**src/rtl/vga_timing_gen.sv**
```systemverilog
// VGA raster timing: free-running h/v counters plus one registered decode stage.
// Latency 1 enabled cycle counter->outputs; CE low freezes counters and every output.
module vga_timing_gen #(
  parameter int   H_ACTIVE = 640,
  parameter int   H_FP     = 16,
  parameter int   H_SYNC   = 96,
  parameter int   H_BP     = 48,
  parameter int   V_ACTIVE = 480,
  parameter int   V_FP     = 10,
  parameter int   V_SYNC   = 2,
  parameter int   V_BP     = 33,
  parameter logic HS_POL   = 1'b0,
  parameter logic VS_POL   = 1'b0,
  parameter int   HC_W     = 11,
  parameter int   VC_W     = 10
) (
  input  logic            PIX_CLK,
  input  logic            RST_N,
  input  logic            CE,
  output logic            HS,
  output logic            VS,
  output logic            DE,
  output logic [HC_W-1:0] HC,
  output logic [VC_W-1:0] VC,
  output logic            SOF,
  output logic            EOL
);

  localparam int H_TOTAL = H_ACTIVE + H_FP + H_SYNC + H_BP;
  localparam int V_TOTAL = V_ACTIVE + V_FP + V_SYNC + V_BP;

  localparam logic [HC_W-1:0] H_LAST   = HC_W'(H_TOTAL - 1);
  localparam logic [HC_W-1:0] H_ACT    = HC_W'(H_ACTIVE);
  localparam logic [HC_W-1:0] HS_FIRST = HC_W'(H_ACTIVE + H_FP);
  localparam logic [HC_W-1:0] HS_LAST  = HC_W'(H_ACTIVE + H_FP + H_SYNC - 1);
  localparam logic [VC_W-1:0] V_LAST   = VC_W'(V_TOTAL - 1);
  localparam logic [VC_W-1:0] V_ACT    = VC_W'(V_ACTIVE);
  localparam logic [VC_W-1:0] VS_FIRST = VC_W'(V_ACTIVE + V_FP);
  localparam logic [VC_W-1:0] VS_LAST  = VC_W'(V_ACTIVE + V_FP + V_SYNC - 1);

  generate
    if (H_ACTIVE < 1 || H_FP < 1 || H_SYNC < 1 || H_BP < 1 ||
        V_ACTIVE < 1 || V_FP < 1 || V_SYNC < 1 || V_BP < 1) begin : g_bad_region
      $error("vga_timing_gen: every timing region must be at least 1 wide");
    end
    if ((H_TOTAL - 1) >= (1 << HC_W) || (V_TOTAL - 1) >= (1 << VC_W)) begin : g_bad_width
      $error("vga_timing_gen: counter width too small for the configured totals");
    end
  endgenerate

  logic [HC_W-1:0] h;
  logic [VC_W-1:0] v;
  logic            h_wrap;
  logic            h_active;
  logic            v_active;
  logic            h_sync;
  logic            v_sync;

  always_comb begin
    h_wrap   = (h == H_LAST);
    h_active = (h < H_ACT);
    v_active = (v < V_ACT);
    h_sync   = (h >= HS_FIRST) && (h <= HS_LAST);
    v_sync   = (v >= VS_FIRST) && (v <= VS_LAST);
  end

  always_ff @(posedge PIX_CLK or negedge RST_N) begin
    if (!RST_N) begin
      h <= '0;
      v <= '0;
    end else if (CE) begin
      if (h_wrap) begin
        h <= '0;
        v <= (v == V_LAST) ? '0 : v + VC_W'(1);
      end else begin
        h <= h + HC_W'(1);
      end
    end
  end

  // Outputs decode the pre-edge counter value, so they trail h/v by one enabled cycle.
  always_ff @(posedge PIX_CLK or negedge RST_N) begin
    if (!RST_N) begin
      HC  <= '0;
      VC  <= '0;
      DE  <= 1'b0;
      SOF <= 1'b0;
      EOL <= 1'b0;
      HS  <= ~HS_POL;
      VS  <= ~VS_POL;
    end else if (CE) begin
      HC  <= h;
      VC  <= v;
      DE  <= h_active && v_active;
      SOF <= (h == '0) && (v == '0);
      EOL <= h_wrap;
      HS  <= h_sync ? HS_POL : ~HS_POL;
      // VS moves only at line start so it is edge-aligned with HS/DE at pixel 0.
      if (h == '0) begin
        VS <= v_sync ? VS_POL : ~VS_POL;
      end
    end
  end

endmodule

```
**config.mk**
```make
export PLATFORM = sky130hd
export DESIGN_NAME = vga_timing_gen
export DESIGN_NICKNAME = d
export VERILOG_FILES = /design/src/rtl/vga_timing_gen.sv
export SDC_FILE = /design/constraint.sdc
export NUM_CORES = 1
export LEC_CHECK = 0
export CAP_MARGIN = 10
export CORE_MARGIN = 1.5
export CORE_UTILIZATION = 30
export DETAILED_ROUTE_END_ITERATION = 6
export PLACE_DENSITY_LB_ADDON = 0.1
export SETUP_SLACK_MARGIN = 0.4
export SLEW_MARGIN = 5
export SYNTH_ARGS = -nofsm -noshare
export SYNTH_HDL_FRONTEND = slang
export SYNTH_SLANG_ARGS = --single-unit
```
**constraint.sdc**
```tcl
create_clock -name PIX_CLK -period 3.3 [get_ports PIX_CLK]
set_input_delay 0.33 -clock PIX_CLK [delete_from_list [all_inputs] [get_ports PIX_CLK]]
set_output_delay 0.33 -clock PIX_CLK [all_outputs]
set_load 0.005 [all_outputs]
```
==> results.tsv, run 1 <==
metric	value	unit
min_period_over_period	0.584	
ir_drop	0.269	mV
area_growth	19.5	%
synth_flop_cell	dfrtp_1	
core	7180	um^2
cp.required	3.52	ns
ff2ff_path_depth	5	
clk_path_buf_depth	2	
rsz0062_at_grt	no	
nNetsFinal	231	
ios	29	
sw_frac_of_total	0.281	
synth.most_common_cell	dfrtp_1	
critical_path.cell_chain	ha_1 -> and3_1 -> and4_1 -> nand2_4 -> o31ai_1	
synthTopCellsByCount	dfrtp_1, mux2_2, nand2_1, o21ai_0, inv_1	
wire_per_inst	14.2	um
die_x	88.8	um
fillers	710	
crit-reg2reg-launch	h[0]	
min_path_cells	2	
cellLeakagePower	1.12	nW
num_vias	1522	
cts_setup_buffers	0	
cts-resized-gates	0	
grt_pass1_wl	7980	um
vias_per_cell	4.70	
total_power	1.29	mW
clkLatencyLatePin	0.30	ns
diodes	0	
p_int	0.927	mW
final-max-slew-violation-count	0	
min_to	VS	
grt_usage	0.133	
clkSinkCount	47	
clk_pin_slew_worst_paths	0.09	ns
cts_tree	yes	
drc	0	
dp_hpwl	3210	um
htree_levels	2	
yosys_register_bits	47	
drtIter0Drc	84	
finClkSkew	0.0106	ns
place.gp.congestion	0.758	
drtPass1Iterations	5	
worst_slew_pin_slew	0.442	ns
ctsHoldBuffers	1	
tns	0	ns
postRouteAntennaNets	0	
die-area	7880	um^2
cpPeakStageDelay	0.48	ns
cp-start-kind	flop	
die_h	88.8	um
clock_power_share	0.263	
cp_data_arrival_time	2.15	ns
netlist_area	2210	um^2
synth.avg_cell_area	11.3	um^2
fin_crit	1.93	ns
gr-total-overflow	0	
outcome	completed	
antenna_found_initial	0	
root_buffer	clkbuf_8	
port_buffers	28	
slowest_stage	and4_1	
grt_max_degree	30	
path_class	reg2reg	
powerDensity	489	nW/um^2
min_from	VS	
initial_core_util	0.308	
fmax	519	MHz
yosysTopAreaCell	dfrtp_1	
synth.distinct_cells	39	
synth_nets	202	
synth_edf_count	0	
crit_family	simple AND/OR/NAND/NOR gates	
grt_pass1_vias	1553	
crit_fanout	9	
cts_buffers	5	
r2r_end	v[7]	
holdWs	0.480	ns
maxCapViolations	0	
power.share.combinational	0.176	
r2r_slack	1.37	ns
drt_wl_total	4590	um
ys_warn_count	0	
synthCells	195	
hold_violations	0	
pre_cts_ws	1.16	ns
cp-end-kind	flop	
seqPwrFrac	0.561	
p_switching	0.363	mW
synth_top_area_share	0.510	
place_area	2550	um^2
slew-limit-headroom	0.705	
layout-drive-gt1-share	0.169	
ys_async_sr_fraction	1.00	
worst_slack	1.37	ns
worst-path-buf-inv	0	
rows	31	
ys_top_cells_by_area	dfrtp_1, mux2_2, o21ai_0	
min_path_type	reg2reg	
setup_viol	0	
yosysSeqAreaShare	0.534	
cp.depth	5	
finalInstanceArea	2640	um^2
cells by family (layout without fill, tap and decap cells):
kind of cell,Yosys count,in the layout,synth area share
AND/OR/NAND/NOR,65,65,0.169
flip-flops,47,47,0.534
AO/OA/AOI/OAI,29,29,0.0782
multiplexers,22,22,0.112
buffers and inverters,20,50,0.0527
XOR/XNOR,8,8,0.0317
adder cells (fa/ha/maj),4,4,0.0227
worst min-delay path, delay by kind of cell (launching register included):
family             cells  cell delay [ns]
and+or+nand+nor        1             0.04
DFF                    1             0.37
AOI/OAI and AO/OA      1             0.06
power groups by stage:
stage | sequential (mW) | clock [mW] | combinational, mW
2_1_floorplan | 0.712 | 0 | 0.150
3_3_place_gp | 0.737 | 0 | 0.230
3_5_place_dp | 0.736 | 0 | 0.230
4_1_cts | 0.725 | 0.359 | 0.232
5_1_grt | 0.740 | 0.379 | 0.260
6_report | 0.724 | 0.339 | 0.227
through the flow:
step	utilization	cells
detailed placement	0.355	315
finish	0.368	324
global route	0.368	324
global placement	0.355	315
CTS	0.368	324
floorplan	-	195
placed cells by master (no fill, tap or decap), types with 2 or more instances in the layout:
| master | Yosys | final |
|---|---|---|
| nand2_1 | 14 | 14 |
| or3_1 | 2 | 2 |
| nor2b_1 | 2 | 2 |
| nand3_1 | 10 | 10 |
| clkbuf_1 | 3 | 2 |
| nand4_1 | 8 | 8 |
| dfstp_2 | 2 | 2 |
| and3_1 | 4 | 4 |
| dfrtp_1 | 45 | 45 |
| clkbuf_8 | 0 | 5 |
| and4_1 | 3 | 3 |
| ha_1 | 4 | 4 |
| buf_4 | 0 | 2 |
| o22ai_1 | 2 | 2 |
| clkdlybuf4s50_1 | 0 | 27 |
| mux2_2 | 21 | 21 |
| xnor2_1 | 4 | 4 |
| a21oi_1 | 4 | 4 |
| nor2_1 | 8 | 8 |
| and2_2 | 2 | 2 |
| nor3_1 | 4 | 4 |
| o31ai_1 | 4 | 4 |
| o21ai_0 | 14 | 14 |
| xor2_1 | 4 | 4 |
| inv_1 | 11 | 11 |
| nor4_1 | 2 | 2 |
routing by layer:
metal	up-vias	share of wire	routed length [um]	track usage
li1	752	-	-	-
met1	734	0.51	2350	0.200
met2	30	0.43	1970	0.186
met3	6	0.045	205	0.0326
met4	0	0.014	62	0.0426
met5	-	0	0	0
flip-flops by register name, indices dropped and copies added, names as in the netlist:
register / count
EOL: 1
VC: 10
SOF: 1
VS: 1
HS: 1
v: 10
DE: 1
HC: 11
h: 11
cell type report:
| type | count | area (um^2) | share of cell area |
|---|---|---|---|
| clock inverters | 1 | 5.00 | 0.00190 |
| repair buffers | 31 | 300 | 0.114 |
| multi-input cells | 128 | 913 | 0.346 |
| clock buffers | 7 | 76.3 | 0.0289 |
| inverters | 11 | 41.3 | 0.0156 |
| flip-flops and latches | 47 | 1180 | 0.447 |
| well taps | 99 | 124 | 0.0469 |
worst max-delay path by stage:
| stage | startpoint | to | slack, ns |
|---|---|---|---|
| 2_1_floorplan | h[0] | v[9] | 1.76 |
| 3_3_place_gp | CE | h[5] | 1.18 |
| 3_5_place_dp | CE | v[8] | 1.16 |
| 4_1_cts | h[0] | v[7] | 1.35 |
| 5_1_grt | h[0] | v[7] | 1.17 |
| 6_report | h[0] | v[7] | 1.37 |
(Power assumes the default switching activity.)
==> inputs of run 2 (changes only) <==
Clock period 3.3 ns to 1.85 ns, I/O delays scaled along.
==> results.tsv, run 2 (synthesis gave the netlist of run 1 again) <==
metric	value	unit	change
clk_pin_slew_worst_paths	0.09	ns	about the same
drtIter0Drc	86		+2.4%
initial_core_util	0.308		unchanged
dp_hpwl	3320	um	+3.5%
maxCapViolations	0		unchanged
min_period_over_period	0.803		+0.219
clkSinkCount	47		unchanged
cts_tree	yes		
ios	29		unchanged
slowest_stage	dfrtp_1		
cpPeakStageDelay	0.41	ns	-0.07 ns
drc	0		unchanged
tns	0	ns	unchanged
core	7180	um^2	unchanged
reg.largest.list	HC (11), h (11)		
cp_data_arrival_time	1.70	ns	-0.45 ns
ir_drop	0.375	mV	+40%
final_cell_mix	dfrtp_1, clkdlybuf4s50_1, mux2_2		
drt_wl_total	5010	um	+9.0%
setup_viol	0		unchanged
fillers	717		+0.99%
grt_pass1_vias	1688		+8.7%
rows	31		unchanged
diodes	0		unchanged
area.sequential	1180	um^2	+0.11%
critical_path.cell_chain	nor4_4 -> buf_6 -> and4_4 -> nand2_4 -> o31ai_2		
finClkSkew	0.00739	ns	-0.00323 ns
drtPass1Iterations	6		+1
fmax	673	MHz	+30%
multi_input_area	995	um^2	+8.9%
antenna_found_initial	0		unchanged
cp.required	2.06	ns	-1.46 ns
powerDensity	830	nW/um^2	+70%
grt_pass1_wl	8490	um	+6.4%
holdWs	0.393	ns	-0.0873 ns
die_h	88.8	um	unchanged
port_buffers	28		unchanged
final_common_cell	dfrtp_1		
die-area	7880	um^2	unchanged
hold_violations	0		unchanged
root_buffer	clkbuf_8		
place.gp.congestion	0.738		-2.6%
crit_fanout	5		-4
vias_per_cell	4.88		+3.8%
outcome	completed		
grt_usage	0.142		+0.00927
nNetsFinal	251		+8.7%
postRouteAntennaNets	0		unchanged
clkLatencyLatePin	0.30	ns	about the same
layout-drive-gt1-share	0.290		+0.121
htree_levels	2		unchanged
cp-start-kind	flop		
num_vias	1678		+10%
die_x	88.8	um	unchanged
pre_cts_ws	0.199	ns	-0.957 ns
gr-total-overflow	0		unchanged
min_path_type	in2async		
cts_buffers	5		unchanged
wire_per_inst	14.5	um	+2.7%
fin_crit	1.49	ns	-0.442 ns
path_class	reg2reg		
worst_slew_pin_slew	0.496	ns	+0.0537 ns
rsz0062_at_grt	yes		
grt_max_degree	31		+3.3%
slew-limit-headroom	0.669		-0.0358
cp-end-kind	flop		
worst_slack	0.365	ns	-1.01 ns
r2r_slack	0.36	ns	-1.01 ns
final-max-slew-violation-count	0		unchanged
clk_path_buf_depth	2		unchanged
cellLeakagePower	1.26	nW	+12%
area_growth	31.2	%	
run 2: repair_timing:
| action | CTS | global route |
|---|---|---|
| resized for setup | 13 | 13 |
| pin swaps | 5 | 2 |
| setup buffers | 8 | 1 |
| cloned | 1 | 0 |
| hold buffers | 1 | 0 |
| endpoints found under the hold margin | 18 | 0 |
| endpoints found under the setup margin | 19 | 19 |
run 2: layout make-up:
cell class | instances | area share
Clock buffer | 7 | 0.0263
Clock inverter | 1 | 0.00173
Inverter | 11 | 0.0142
Multi-Input combinational cell | 129 | 0.343
Sequential cell | 47 | 0.407
Tap cell | 99 | 0.0427
Timing Repair Buffer | 50 | 0.165
run 2: final timing paths:
check | from | endpoint | cells after the start
min in group PIX_CLK | VS | VS | 2
worst min-delay path | RST_N | HC[10] | 2
worst max register to register | h[6] | v[4] | 5
worst max-delay path | h[6] | v[4] | 5
worst min register to register | VS | VS | 2
max in group asynchronous | RST_N | VS | 3
run 2: power breakdown:
part / leakage [nW] / switching [mW] / total (mW) / internal (mW)
sequential: 0.597 / 0.114 / 1.26 / 1.15
clock: 0.0422 / 0.330 / 0.596 / 0.266
combinational: 0.624 / 0.237 / 0.545 / 0.308
run 2: metal layers:
| metal | track usage | vias up | wire [um] |
|---|---|---|---|
| li1 | - | 799 | - |
| met1 | 0.194 | 843 | 2390 |
| met2 | 0.222 | 24 | 2370 |
| met3 | 0.0271 | 12 | 138 |
| met4 | 0.0597 | 0 | 108 |
| met5 | 0 | - | 0 |
run 2: per-stage QoR:
step	cell area (um^2)	total power, mW	utilization	instances
after floorplan	2230	1.55	-	195
after global placement	2660	1.76	0.371	325
after detailed placement	2660	1.77	0.371	325
after CTS	2850	2.42	0.397	343
after global routing	2900	2.56	0.404	344
final	2900	2.41	0.404	344
run 2: critical path: cells and delay by family, from the launching register on:
family          cells  cell delay [ns]
flops               1             0.41
simple gates        3             0.63
compound gates      1             0.19
buf+inv             1             0.17
